**config.mk**
```make
export PLATFORM = sky130hd
export DESIGN_NAME = sobel_stream_packer
export DESIGN_NICKNAME = d
export VERILOG_FILES = /design/src/rtl/sobel_pkg.sv /design/src/rtl/stream_skid_buf.sv /design/src/rtl/sobel_stream_packer.sv
export SDC_FILE = /design/constraint.sdc
export NUM_CORES = 1
export LEC_CHECK = 0
export BUFFER_PORTS_ARGS = -buffer_cell sky130_fd_sc_hd__buf_2
export CAP_MARGIN = 10
export CORE_MARGIN = 2
export CORE_UTILIZATION = 58
export DETAILED_ROUTE_END_ITERATION = 10
export PLACE_DENSITY_LB_ADDON = 0.25
export SLEW_MARGIN = 20
export SYNTH_ARGS = -nofsm -noshare
export SYNTH_HDL_FRONTEND = slang
export SYNTH_SLANG_ARGS = --single-unit
```
**constraint.sdc**
```tcl
create_clock -name aclk -period 6.2 [get_ports aclk]
set_clock_uncertainty 0.1 [all_clocks]
set_input_delay 1.24 -clock aclk [delete_from_list [all_inputs] [get_ports aclk]]
set_output_delay 1.24 -clock aclk [all_outputs]
set_load 0.05 [all_outputs]
```
**src/rtl/sobel_pkg.sv**
```systemverilog
// Shared definitions for the Sobel stream blocks: lane geometry, output
// frame size and the 8-bit magnitude saturation.
package sobel_pkg;

  localparam int PIX_W = 8;
  localparam int LANES = 4;

  // Kept pixels per frame for the default 32x32 image.
  localparam int OUT_PIX = (32 - 2) * (32 - 2);

  // Kept pixels per frame for an arbitrary image size.
  function automatic int out_pix(input int w, input int h);
    return (w - 2) * (h - 2);
  endfunction

  // Clamp an unsigned 32-bit magnitude to 8 bits.
  function automatic logic [PIX_W-1:0] sat8(input logic [31:0] v);
    return (|v[31:PIX_W]) ? {PIX_W{1'b1}} : v[PIX_W-1:0];
  endfunction

endpackage

```
**src/rtl/stream_skid_buf.sv**
```systemverilog
// Two-entry registered stream buffer (main output register plus one skid
// register). in_ready comes straight from a flop, so there is no
// combinational path from out_ready back to the producer.
module stream_skid_buf #(
  parameter int W = 34
) (
  input  logic         aclk,
  input  logic         rst_n,
  input  logic         in_valid,
  output logic         in_ready,
  input  logic [W-1:0] in_data,
  output logic         out_valid,
  input  logic         out_ready,
  output logic [W-1:0] out_data
);

  logic         skid_valid;
  logic [W-1:0] skid_data;
  logic         push;

  // A free entry exists whenever the skid register is empty; a push that
  // coincides with a pop of a full main register lands in main directly.
  assign in_ready = ~skid_valid;
  assign push     = in_valid & in_ready;

  // Main register refills from skid first (oldest data), then from input.
  always_ff @(posedge aclk or negedge rst_n) begin
    if (!rst_n) begin
      out_valid  <= 1'b0;
      out_data   <= '0;
      skid_valid <= 1'b0;
      skid_data  <= '0;
    end else begin
      if (!out_valid || out_ready) begin
        if (skid_valid) begin
          out_data   <= skid_data;
          out_valid  <= 1'b1;
          skid_valid <= 1'b0;
        end else if (push) begin
          out_data  <= in_data;
          out_valid <= 1'b1;
        end else begin
          out_valid <= 1'b0;
        end
      end else if (push) begin
        skid_data  <= in_data;
        skid_valid <= 1'b1;
      end
    end
  end

endmodule

```
**src/rtl/sobel_stream_packer.sv**
```systemverilog
// Sink-side packer for the Sobel core: drops the two warm-up rows and
// columns, saturates magnitudes to 8 bits, packs four pixels per word and
// tags first/last words of each output frame.
module sobel_stream_packer
  import sobel_pkg::*;
#(
  parameter int DATA_WIDTH = 32,
  parameter int IMG_WIDTH  = 32,
  parameter int IMG_HEIGHT = 32,
  parameter int CNT_WIDTH  = 16
) (
  input  logic                  aclk,
  input  logic                  aresetn,
  input  logic                  s_valid,
  output logic                  s_ready,
  input  logic [DATA_WIDTH-1:0] s_data,
  output logic                  m_valid,
  input  logic                  m_ready,
  output logic [DATA_WIDTH-1:0] m_data,
  output logic                  m_user,
  output logic                  m_last,
  output logic                  frame_done,
  output logic [CNT_WIDTH-1:0]  frame_cnt
);

  localparam int CW = (IMG_WIDTH  > 1) ? $clog2(IMG_WIDTH)  : 1;
  localparam int RW = (IMG_HEIGHT > 1) ? $clog2(IMG_HEIGHT) : 1;
  localparam logic [CW-1:0] COL_MAX = CW'(IMG_WIDTH - 1);
  localparam logic [RW-1:0] ROW_MAX = RW'(IMG_HEIGHT - 1);

  logic [1:0]            sync_q;
  logic                  rst_n;
  logic                  run_q;

  logic [CW-1:0]         col;
  logic [RW-1:0]         row;
  logic [1:0]            lane;
  logic [DATA_WIDTH-1:0] pack;
  logic                  first_q;

  logic                  pend_valid;
  logic                  pend_user;
  logic                  pend_last;
  logic [DATA_WIDTH-1:0] pend_data;

  logic                  buf_ready;
  logic [DATA_WIDTH+1:0] buf_out;

  logic                  acc;
  logic                  keep;
  logic                  end_col;
  logic                  end_frame;
  logic                  word_done;
  logic [PIX_W-1:0]      pix;
  logic [DATA_WIDTH-1:0] word;

  // Reset asserts asynchronously and releases two edges after aresetn rises.
  always_ff @(posedge aclk or negedge aresetn) begin
    if (!aresetn) sync_q <= 2'b00;
    else          sync_q <= {sync_q[0], 1'b1};
  end

  assign rst_n = sync_q[1];

  // Holds s_ready low until the first edge after reset release.
  always_ff @(posedge aclk or negedge rst_n) begin
    if (!rst_n) run_q <= 1'b0;
    else        run_q <= 1'b1;
  end

  // Only register outputs feed s_ready: a completed word can always move
  // into the pending slot because the slot is empty or draining this cycle.
  assign s_ready   = run_q & (~pend_valid | buf_ready);
  assign acc       = s_valid & s_ready;
  assign end_col   = (col == COL_MAX);
  assign end_frame = end_col && (row == ROW_MAX);
  assign keep      = (row >= RW'(2)) && (col >= CW'(2));
  assign pix       = sat8(s_data);
  assign word_done = acc & keep & ((lane == 2'(LANES - 1)) | end_frame);

  // Insert the incoming pixel into its lane of the partial word.
  always_comb begin
    word = pack;
    word[int'(lane) * PIX_W +: PIX_W] = pix;
  end

  // Column/row position of the next beat; advances on every accepted beat.
  always_ff @(posedge aclk or negedge rst_n) begin
    if (!rst_n) begin
      col <= '0;
      row <= '0;
    end else if (acc) begin
      if (end_col) begin
        col <= '0;
        row <= (row == ROW_MAX) ? '0 : row + RW'(1);
      end else begin
        col <= col + CW'(1);
      end
    end
  end

  // Pack register and lane pointer; cleared after each pushed word so the
  // unused lanes of a final partial word read as zero.
  always_ff @(posedge aclk or negedge rst_n) begin
    if (!rst_n) begin
      pack    <= '0;
      lane    <= '0;
      first_q <= 1'b1;
    end else if (acc && keep) begin
      if (word_done) begin
        pack    <= '0;
        lane    <= '0;
        first_q <= end_frame;
      end else begin
        pack <= word;
        lane <= lane + 2'd1;
      end
    end
  end

  // One-word pending slot between the packer and the output buffer.
  always_ff @(posedge aclk or negedge rst_n) begin
    if (!rst_n) begin
      pend_valid <= 1'b0;
      pend_user  <= 1'b0;
      pend_last  <= 1'b0;
      pend_data  <= '0;
    end else if (word_done) begin
      pend_valid <= 1'b1;
      pend_user  <= first_q;
      pend_last  <= end_frame;
      pend_data  <= word;
    end else if (pend_valid && buf_ready) begin
      pend_valid <= 1'b0;
    end
  end

  stream_skid_buf #(
    .W(DATA_WIDTH + 2)
  ) u_buf (
    .aclk      (aclk),
    .rst_n     (rst_n),
    .in_valid  (pend_valid),
    .in_ready  (buf_ready),
    .in_data   ({pend_last, pend_user, pend_data}),
    .out_valid (m_valid),
    .out_ready (m_ready),
    .out_data  (buf_out)
  );

  assign {m_last, m_user, m_data} = buf_out;

  // Frame completion pulse and wrapping frame counter.
  always_ff @(posedge aclk or negedge rst_n) begin
    if (!rst_n) begin
      frame_done <= 1'b0;
      frame_cnt  <= '0;
    end else begin
      frame_done <= m_valid & m_ready & m_last;
      if (m_valid && m_ready && m_last) frame_cnt <= frame_cnt + CNT_WIDTH'(1);
    end
  end

endmodule

```
==> impl_metrics.tcl <==
set metrics [dict create \
    status "complete, no violations" \
    hold_violations 0 \
    fin_util_pct 68.93 \
    antenna_found_initial 0 \
    yosysTopAreaCellShare_pct 55.33 \
    synth-xor-area-share_pct 1.719 \
    die_area_um2 14110 \
    ys_types 49 \
    cts_setup_buffers 0 \
    design_area_um2 8770 \
    max_slew_margin_pct 38.03 \
    finalHoldWorstSlack_ps 258.3 \
    syn2layout_area_growth_pct 14.73 \
    ant_nets 0 \
    reg2reg_from "col[1]" \
    slowest_delay_ps 410 \
    clock.fmax_mhz 309.3 \
    rsz0062_at_grt "no" \
    worst_path_max_delay_cell "a21boi_2" \
    gr-total-overflow 0 \
    clock_path_buffers 2 \
    ys_ff_latch 170 \
    dpl-instance-area_um2 8174 \
    drive_above_1_share_pct 24.53 \
    crit_chain "buf_4, a21boi_2, buf_2" \
    io_pins 89 \
    cts_sinks 170 \
    worstSkewPairLatency_ps 430 \
    cts_tree "yes" \
    gp_congestion 0.8521 \
    synth.yosys.warnings 0 \
    syn_area_um2 7644 \
    ctsRootBufferMaster "clkbuf_16" \
    clk_pin_slew_ps 60 \
    cts-buffers-inserted 17 \
    grt_usage_pct 24.56 \
    worstMarginPinSlew_ps 929.6 \
    synth-simple-area-share_pct 12.59 \
    avgSynthCellArea_um2 11.60 \
    crit_type "register to output pin" \
    drt_wl_total_um 16300 \
    die_x_um 118.8 \
    async_reset_ff_share_pct 100.0 \
    wl_per_cell_um 17.68 \
    ff2ff_setup_slack_ps 3330 \
    vias 5459 \
    fin_crit_ps 3233 \
    hpwl_um 11130 \
    htreeDepth 4 \
    fp.dieH_um 118.8 \
    power_density_nw_per_um2 293.4 \
    row_count 41 \
    yosysSeqAreaShare_pct 55.67 \
    synth_edf_count 0 \
    grt_pass1_vias 5400 \
    grt_pass1_wl_um 27470 \
    synth_top_cell_by_area "dfrtp_1" \
    r2r-end "pend_last" \
    critPathRequiredTime_ps 4860 \
    drt_pass1_iterations 5 \
    synth.most_common_cell "dfrtp_1" \
    min_path_type "register to asynchronous set/reset pin" \
    grt_max_degree 76 \
    synth_fa_ha_area_share_pct 1.964 \
    synth.top_cells.by_area "dfrtp_1 (55%), mux2_2 (5.5%), mux2i_1 (4.5%)" \
    drtIter0Drc 495 \
    synthFlopType "dfrtp_1" \
    nets 785 \
    core_area_um2 12720 \
    rr_worst_depth 7 \
    ir_drop_mv 0.2074 \
    cp.arrival_ps 1890 \
    syn_inst 659 \
    crit_path_end_kind "output pin" \
    power_mw 2.573 \
    cts_resized 0 \
    drcViolationCount 0 \
    via_per_inst 5.921 \
    portBuffers 88 \
    path_max_fanout 39 \
    synth_compound_area_share_pct 14.72 \
    power_leakage_nw 4.000 \
    synth_commonest_cells "dfrtp_1 (169), a21oi_1 (67), nor2_1 (43), o21ai_0 (43), mux2_2 (37)" \
    tns_ps 0 \
    synth.mux.area_fraction_pct 10.10 \
    antennaDiodeCount 0 \
    fin_crit_sh_pct 52.14 \
    cp-start-kind "register" \
    synth_top_family_by_area "compound AO/OA/AOI/OAI gates" \
    cap_viol_max_count 0 \
    initial_core_util_pct 60.08 \
    setup_viol 0 \
    hold_buffers 0 \
    report.final.slew_viol_count 0 \
]
## state kept, by name, summed over array words and instances (netlist names), 2 cells and up
| name | cells |
|---|---|
| u_buf.out_data | 34 |
| pack | 32 |
| row | 5 |
| frame_cnt | 16 |
| sync_q | 2 |
| pend_data | 32 |
| lane | 2 |
| col | 5 |
| u_buf.skid_data | 34 |
## report_power, final
part	total [mW]	leakage [nW]	internal [mW]	switching, mW
clock	1.06	0.294	0.650	0.409
combinational	0.298	1.44	0.0851	0.213
sequential	1.22	2.26	1.16	0.0510
total	2.57	4.00	1.90	0.673
## layout make-up
class                      instances  area, um2
multi-input combinational        446       3163
clock buffer                      23      467.9
fill                             941       3953
tap                              172      215.2
clock inverter                     9      120.1
sequential                       170       4260
inverter                           7      26.28
timing repair buffer              95      516.7
## critical path: cells and delay by family, from the launching register on
family,cells,cell delay (ps)
DFF,1,380
buffers and inverters,2,650
AOI/OAI and AO/OA,1,410
## metrics by stage
stage | std cells | setup WS (ps)
after global placement | 887 | 2497
after global routing | 922 | 2897
after detailed placement | 890 | 2891
final | 922 | 2967
after floorplan | 660 | 1014
after CTS | 922 | 2877
## logic make-up (layout without fill, tap and decap cells)
family,Yosys count,after routing
AO/OA/AOI/OAI,180,180
XOR/XNOR,15,15
adder cells (fa/ha/maj),12,12
buffers and inverters,44,134
flip-flops,170,170
multiplexers,72,72
other,1,2
AND/OR/NAND/NOR,165,165
## routing by layer
layer	wire length, um	vias to the layer above	GRT usage, %
li1	-	2538	-
met1	7586	2714	34.72
met2	7533	180	37.50
met3	844	27	5.116
met4	332	0	9.301
met5	0	-	0
## worst max path at each step
stage / startpoint / depth (start not counted) / end / slack, ps
2_1_floorplan: sync_q[1] / 0 / col[0] / 1010
3_3_place_gp: s_data[9] / 5 / pack[5] / 2500
3_5_place_dp: s_data[21] / 6 / pend_data[8] / 2890
4_1_cts: col[1] / 7 / pend_last / 2880
5_1_grt: u_buf.skid_valid / 3 / s_ready / 2900
6_report: u_buf.skid_valid / 3 / s_ready / 2970
## layout by cell type, fill, tap and decap left out, types with 7 or more instances in the layout
cell         n
a21oi_1     67
a22o_1      24
a31oi_1     34
and2_1      10
buf_2       88
clkbuf_16   17
dfrtp_1    167
ha_1        12
inv_1        7
mux2_2      37
mux2i_1     34
nand2_1     16
nand2b_1    35
nand3_1      8
nand3b_1     8
nor2_1      43
o21ai_0     43
or2_1        8
xnor2_1      8
xor2_1       7
(Power assumes the default switching activity.)
